## src/rtl/cache_pkg.sv

```systemverilog
// Shared definitions for the data-cache control slice (cache_cu and
// cache_line_xfer): transfer-engine state encoding, default line geometry and
// helpers that split a byte address into its line and word-offset fields.
package cache_pkg;

  typedef enum logic [1:0] {
    IDLE      = 2'd0,
    WRITEBACK = 2'd1,
    REFILL    = 2'd2,
    DONE      = 2'd3
  } xfer_state_t;

  localparam int CACHE_ADDR_W     = 32;
  localparam int CACHE_DATA_W     = 32;
  localparam int CACHE_LINE_WORDS = 4;
  localparam int CACHE_OFF_W      = $clog2(CACHE_LINE_WORDS);
  localparam int CACHE_LINE_W     = CACHE_ADDR_W - CACHE_OFF_W - 2;

  // Line number: everything above the word offset and byte bits.
  function automatic logic [CACHE_LINE_W-1:0] line_of(input logic [CACHE_ADDR_W-1:0] addr);
    return addr[CACHE_ADDR_W-1:CACHE_OFF_W+2];
  endfunction

  // Word offset within the line; byte bits [1:0] are dropped.
  function automatic logic [CACHE_OFF_W-1:0] off_of(input logic [CACHE_ADDR_W-1:0] addr);
    return addr[CACHE_OFF_W+1:2];
  endfunction

endpackage

```

## src/rtl/cache_line_xfer.sv

```systemverilog
// cache_line_xfer: line-transfer engine between the data cache and memory.
// On a miss (start) it writes back the dirty victim line, then refills the
// missing line critical-word-first over a single-word req/ack port, and
// pulses done/tag_update for one cycle so cache_cu can retry the access.
// Ports:
//   clk, rst_b                  clock, async active-low reset
//   start, victim_dirty,
//   victim_addr, miss_addr      miss request, captured in IDLE
//   cache_rd_word/cache_rdata   victim word read (combinational array read)
//   cache_wr_en/word/wdata      refill word write into the line
//   tag_update                  pulse: new tag, valid=1, dirty=0
//   mem_req/we/addr/wdata       memory request side
//   mem_rdata/mem_ack           memory response side
//   busy, done                  status
module cache_line_xfer
  import cache_pkg::*;
#(
  parameter int ADDR_W     = CACHE_ADDR_W,
  parameter int DATA_W     = CACHE_DATA_W,
  parameter int LINE_WORDS = CACHE_LINE_WORDS,
  localparam int OFF_W     = $clog2(LINE_WORDS),
  localparam int LINE_W    = ADDR_W - OFF_W - 2
) (
  input  logic              clk,
  input  logic              rst_b,
  input  logic              start,
  input  logic              victim_dirty,
  input  logic [ADDR_W-1:0] victim_addr,
  input  logic [ADDR_W-1:0] miss_addr,
  output logic [OFF_W-1:0]  cache_rd_word,
  input  logic [DATA_W-1:0] cache_rdata,
  output logic              cache_wr_en,
  output logic [OFF_W-1:0]  cache_wr_word,
  output logic [DATA_W-1:0] cache_wdata,
  output logic              tag_update,
  output logic              mem_req,
  output logic              mem_we,
  output logic [ADDR_W-1:0] mem_addr,
  output logic [DATA_W-1:0] mem_wdata,
  input  logic [DATA_W-1:0] mem_rdata,
  input  logic              mem_ack,
  output logic              busy,
  output logic              done
);

  localparam logic [OFF_W-1:0] LAST_WORD = OFF_W'(LINE_WORDS - 1);

  xfer_state_t         state_q;
  logic [OFF_W-1:0]    cnt_q;
  logic [LINE_W-1:0]   victim_line_q;
  logic [LINE_W-1:0]   miss_line_q;
  logic [OFF_W-1:0]    miss_off_q;
  logic [OFF_W-1:0]    refill_off_s;
  logic                unused_addr_bits_s;

  // Byte/offset bits of the victim address and byte bits of the miss address
  // carry no information for line transfers.
  assign unused_addr_bits_s = ^{victim_addr[OFF_W+1:0], miss_addr[1:0]};

  // Critical word first: start at the missing word, wrap inside the line.
  // OFF_W-bit addition wraps modulo LINE_WORDS for free.
  assign refill_off_s = miss_off_q + cnt_q;

  // Transfer sequencer: state, word counter and captured miss context.
  always_ff @(posedge clk or negedge rst_b) begin
    if (!rst_b) begin
      state_q       <= IDLE;
      cnt_q         <= '0;
      victim_line_q <= '0;
      miss_line_q   <= '0;
      miss_off_q    <= '0;
    end else begin
      case (state_q)
        IDLE: begin
          if (start) begin
            victim_line_q <= victim_addr[ADDR_W-1:OFF_W+2];
            miss_line_q   <= miss_addr[ADDR_W-1:OFF_W+2];
            miss_off_q    <= miss_addr[OFF_W+1:2];
            cnt_q         <= '0;
            state_q       <= victim_dirty ? WRITEBACK : REFILL;
          end
        end
        WRITEBACK: begin
          if (mem_ack) begin
            if (cnt_q == LAST_WORD) begin
              cnt_q   <= '0;
              state_q <= REFILL;
            end else begin
              cnt_q <= cnt_q + 1'b1;
            end
          end
        end
        REFILL: begin
          if (mem_ack) begin
            // Counter wraps back to 0 on the last word.
            cnt_q <= cnt_q + 1'b1;
            if (cnt_q == LAST_WORD) begin
              state_q <= DONE;
            end
          end
        end
        DONE: begin
          state_q <= IDLE;
        end
        default: begin
          state_q <= IDLE;
          cnt_q   <= '0;
        end
      endcase
    end
  end

  // Output decode from registered state only; start never reaches mem_*.
  // Data pass-throughs are gated so every output is 0 outside its phase.
  always_comb begin
    busy          = 1'b0;
    done          = 1'b0;
    tag_update    = 1'b0;
    mem_req       = 1'b0;
    mem_we        = 1'b0;
    mem_addr      = '0;
    mem_wdata     = '0;
    cache_rd_word = '0;
    cache_wr_en   = 1'b0;
    cache_wr_word = '0;
    cache_wdata   = '0;
    case (state_q)
      IDLE: begin
        busy = 1'b0;
      end
      WRITEBACK: begin
        busy          = 1'b1;
        mem_req       = 1'b1;
        mem_we        = 1'b1;
        mem_addr      = {victim_line_q, cnt_q, 2'b00};
        cache_rd_word = cnt_q;
        mem_wdata     = cache_rdata;
      end
      REFILL: begin
        busy          = 1'b1;
        mem_req       = 1'b1;
        mem_addr      = {miss_line_q, refill_off_s, 2'b00};
        cache_wr_en   = mem_ack;
        cache_wr_word = refill_off_s;
        cache_wdata   = mem_rdata;
      end
      DONE: begin
        busy       = 1'b1;
        done       = 1'b1;
        tag_update = 1'b1;
      end
      default: begin
        busy = 1'b0;
      end
    endcase
  end

endmodule

```

## config.mk

```make
export PLATFORM = sky130hd
export DESIGN_NAME = cache_line_xfer
export DESIGN_NICKNAME = d
export VERILOG_FILES = /design/src/rtl/cache_pkg.sv /design/src/rtl/cache_line_xfer.sv
export SDC_FILE = /design/constraint.sdc
export NUM_CORES = 1
export LEC_CHECK = 0
export ABC_AREA = 1
export CAP_MARGIN = 10
export CORE_AREA = 5 5 125 127
export DETAILED_ROUTE_END_ITERATION = 10
export DIE_AREA = 0 0 130 132
export PLACE_DENSITY = 0.61
export SLEW_MARGIN = 20
export SYNTH_ARGS = -nofsm -noshare
export SYNTH_HDL_FRONTEND = slang
export SYNTH_SLANG_ARGS = --single-unit
```

## constraint.sdc

```tcl
create_clock -name clk -period 2 [get_ports clk]
set_input_delay 0.2 -clock clk [delete_from_list [all_inputs] [get_ports clk]]
set_output_delay 0.2 -clock clk [all_outputs]
set_load 0.1 [all_outputs]
```

==> results_dict.tcl <==
set metrics [dict create \
    outcome "finished clean" \
    post_drt_wl_per_cell_um 16.5 \
    hold_class "in2async" \
    fp.dieH_um 132 \
    htreeDepth 3 \
    netlist_instances 420 \
    grt_pass1_vias 3839 \
    synth.most_common_cell "nand2_1" \
    rsz0062_at_grt "yes" \
    grt_pass1_wl_mm 21.1 \
    dieWidth_um 130 \
    period_minus_slack_ns 1.97 \
    drtIter0Drc 78 \
    synth.area.top_cells "dfrtp_1, mux2_2, nand2_1, inv_1, a21oi_1" \
    drtPass1Iterations 4 \
    num_rows 44 \
    arrival_ns 1.77 \
    setup_violations 0 \
    viasPerCell 4.31 \
    synth_area_mm2 0.00353 \
    wl_mm 13.9 \
    grt_usage 0.158 \
    clock-sinks 62 \
    slew_violations 0 \
    antenna_found_initial 0 \
    portBuffers 230 \
    worstMarginPinSlew_ns 0.584 \
    grt_max_degree 41 \
    critical_path_required_ns 1.80 \
    cp_common_cell "buf_12" \
    r2r-end "cnt_q[0]" \
    worstRegToRegCells 7 \
    grt_overflow 0 \
    synth_commonest_cells "nand2_1, inv_1, dfrtp_1, mux2_2, a21oi_1" \
    syn_avg_cell_area_um2 8.41 \
    slew_headroom 0.611 \
    synth_simple_gate_area_frac 0.157 \
    crit_chain "inv_4 -> ha_4 -> buf_12 -> nand2_1 -> a21oi_4 -> buf_12" \
    core_mm2 0.0143 \
    cp_top_family "buffers and inverters" \
    critPathKind "reg2out" \
    num_io_pins 239 \
    synth_ff_type "dfrtp_1" \
    gp_congestion 0.781 \
    crit_buf_inv 3 \
    critPathMaxStageDelay_ns 0.46 \
    dpl.hpwl_mm 10.9 \
    drive_gt1_frac 0.356 \
    timing.fmax_ghz 0.506 \
    synth_compound_area_frac 0.0588 \
    r2r-start "state_q[0]" \
    rrSetupSlack_ns 0.40 \
    fin_nets 794 \
    ys_seq_elements 62 \
    cts_buffers 9 \
    clk_latency_ns 0.32 \
    synth_xor_area_frac 0 \
    yosysSeqAreaShare 0.439 \
    synth.top_cell.area_share 0.439 \
    min_period_over_period 0.987 \
    cts_tree "built" \
    clkTransAtPathRegs_ns 0.06 \
    syn_to_final_growth_pct 124 \
    synth_cell_types 19 \
    synth_top_family_by_area "multiplexers" \
    start_kind "flop" \
    yosysWarnings 0 \
    cts_buffer_depth 2 \
    critPathLaunch "state_q[1]" \
    finClkSkew_ns 0.00389 \
    root_buffer "clkbuf_16" \
    endpoint_kind "output port" \
    crit_path_max_fanout 24 \
    drtAntennaViolNets 0 \
    synth.area.mux_share 0.190 \
    final_core_util 0.553 \
    die_area_mm2 0.0172 \
    drc 0 \
    hold_viol 0 \
    cap_violations 0 \
    cp_slowest_cell "dfrtp_2" \
    synth_adder_area_share 0.0319 \
    synthArstFlopShare 1.00 \
    start_util 0.247 \
    vias 3627 \
    synth_area_leader_cell "dfrtp_1" \
    synth_edf_count 0 \
]
final cells by class:
cell class | count | area, um2
Fill cell | 1243 | 6390
Timing Repair Buffer | 246 | 3590
Multi-Input combinational cell | 254 | 1940
Sequential cell | 62 | 1550
Inverter | 79 | 304
Clock buffer | 13 | 260
Tap cell | 184 | 230
Clock inverter | 3 | 42.5
Antenna cell | 1 | 2.50
worst max-delay path by stage:
stage                     to  slack, ns  depth (start not counted)
2_1_floorplan  mem_wdata[10]     -0.004                          6
3_3_place_gp    mem_addr[19]       0.17                          6
3_5_place_dp    mem_addr[24]       0.11                          6
4_1_cts          mem_addr[2]     -0.007                          6
5_1_grt         mem_addr[30]      -0.05                          6
6_report         mem_addr[4]       0.03                          6
metrics by stage:
| step | setup WS [ns] | hold WS [ns] | area (um2) | setup TNS [ns] | instances |
|---|---|---|---|---|---|
| floorplan | -0.00360 | -0.0956 | 3920 | -0.108 | 421 |
| global placement | 0.169 | 0.224 | 7500 | 0 | 820 |
| detailed placement | 0.113 | 0.237 | 7500 | 0 | 820 |
| CTS | -0.00746 | 0.415 | 7910 | -0.00882 | 841 |
| global route | -0.0461 | 0.473 | 7920 | -0.673 | 841 |
| finish | 0.0252 | 0.412 | 7920 | 0 | 842 |
per-layer routing:
metal | global-route usage | vias up | share of wire
met3 | 0.0555 | 14 | 0.096
met5 | 0 | - | 0
li1 | - | 1747 | -
met2 | 0.289 | 155 | 0.52
met4 | 0.0462 | 0 | 0.014
met1 | 0.170 | 1711 | 0.37
repair_timing:
item	in CTS	in global routing
setup buffers	3	0
endpoints found under the setup margin	90	63
hold buffers	1	0
pin swaps	0	1
gates resized for setup	11	7
cloned	1	0
hold endpoints to repair	22	0
logic make-up (layout without fill, tap and decap cells):
family	after synthesis	after routing
mux	57	57
compound gates	41	41
flops	62	62
buf+inv	105	341
simple gates	145	145
other cells	1	3
fa+ha+maj	9	9
cells in the final DEF, fill, tap and decap left out:
master,n
a21oi_1,2
a21oi_4,30
buf_12,112
buf_16,1
buf_2,1
buf_4,5
buf_8,1
bufinv_16,1
clkbuf_1,2
clkbuf_16,9
clkbuf_8,2
clkdlybuf4s50_1,125
clkinv_2,1
clkinvlp_4,1
conb_1,2
dfrtp_1,60
dfrtp_2,2
diode_2,1
dlygate4sd3_1,1
ha_1,6
ha_4,3
inv_1,76
inv_4,3
mux2_2,49
mux2_4,8
nand2_1,132
nand2_2,5
nand3_1,3
nand3b_1,1
nor2_1,3
nor3_1,1
o21ai_0,8
o21bai_1,1
flip-flops by register name, indices dropped and copies added, names as in the netlist:
register / cells
miss_off_q: 2
victim_line_q: 28
cnt_q: 2
miss_line_q: 28
state_q: 2
Power is left out: the tool's default activity adds up to more than one toggle a clock period on the data nets, which glitch-free logic cannot reach.
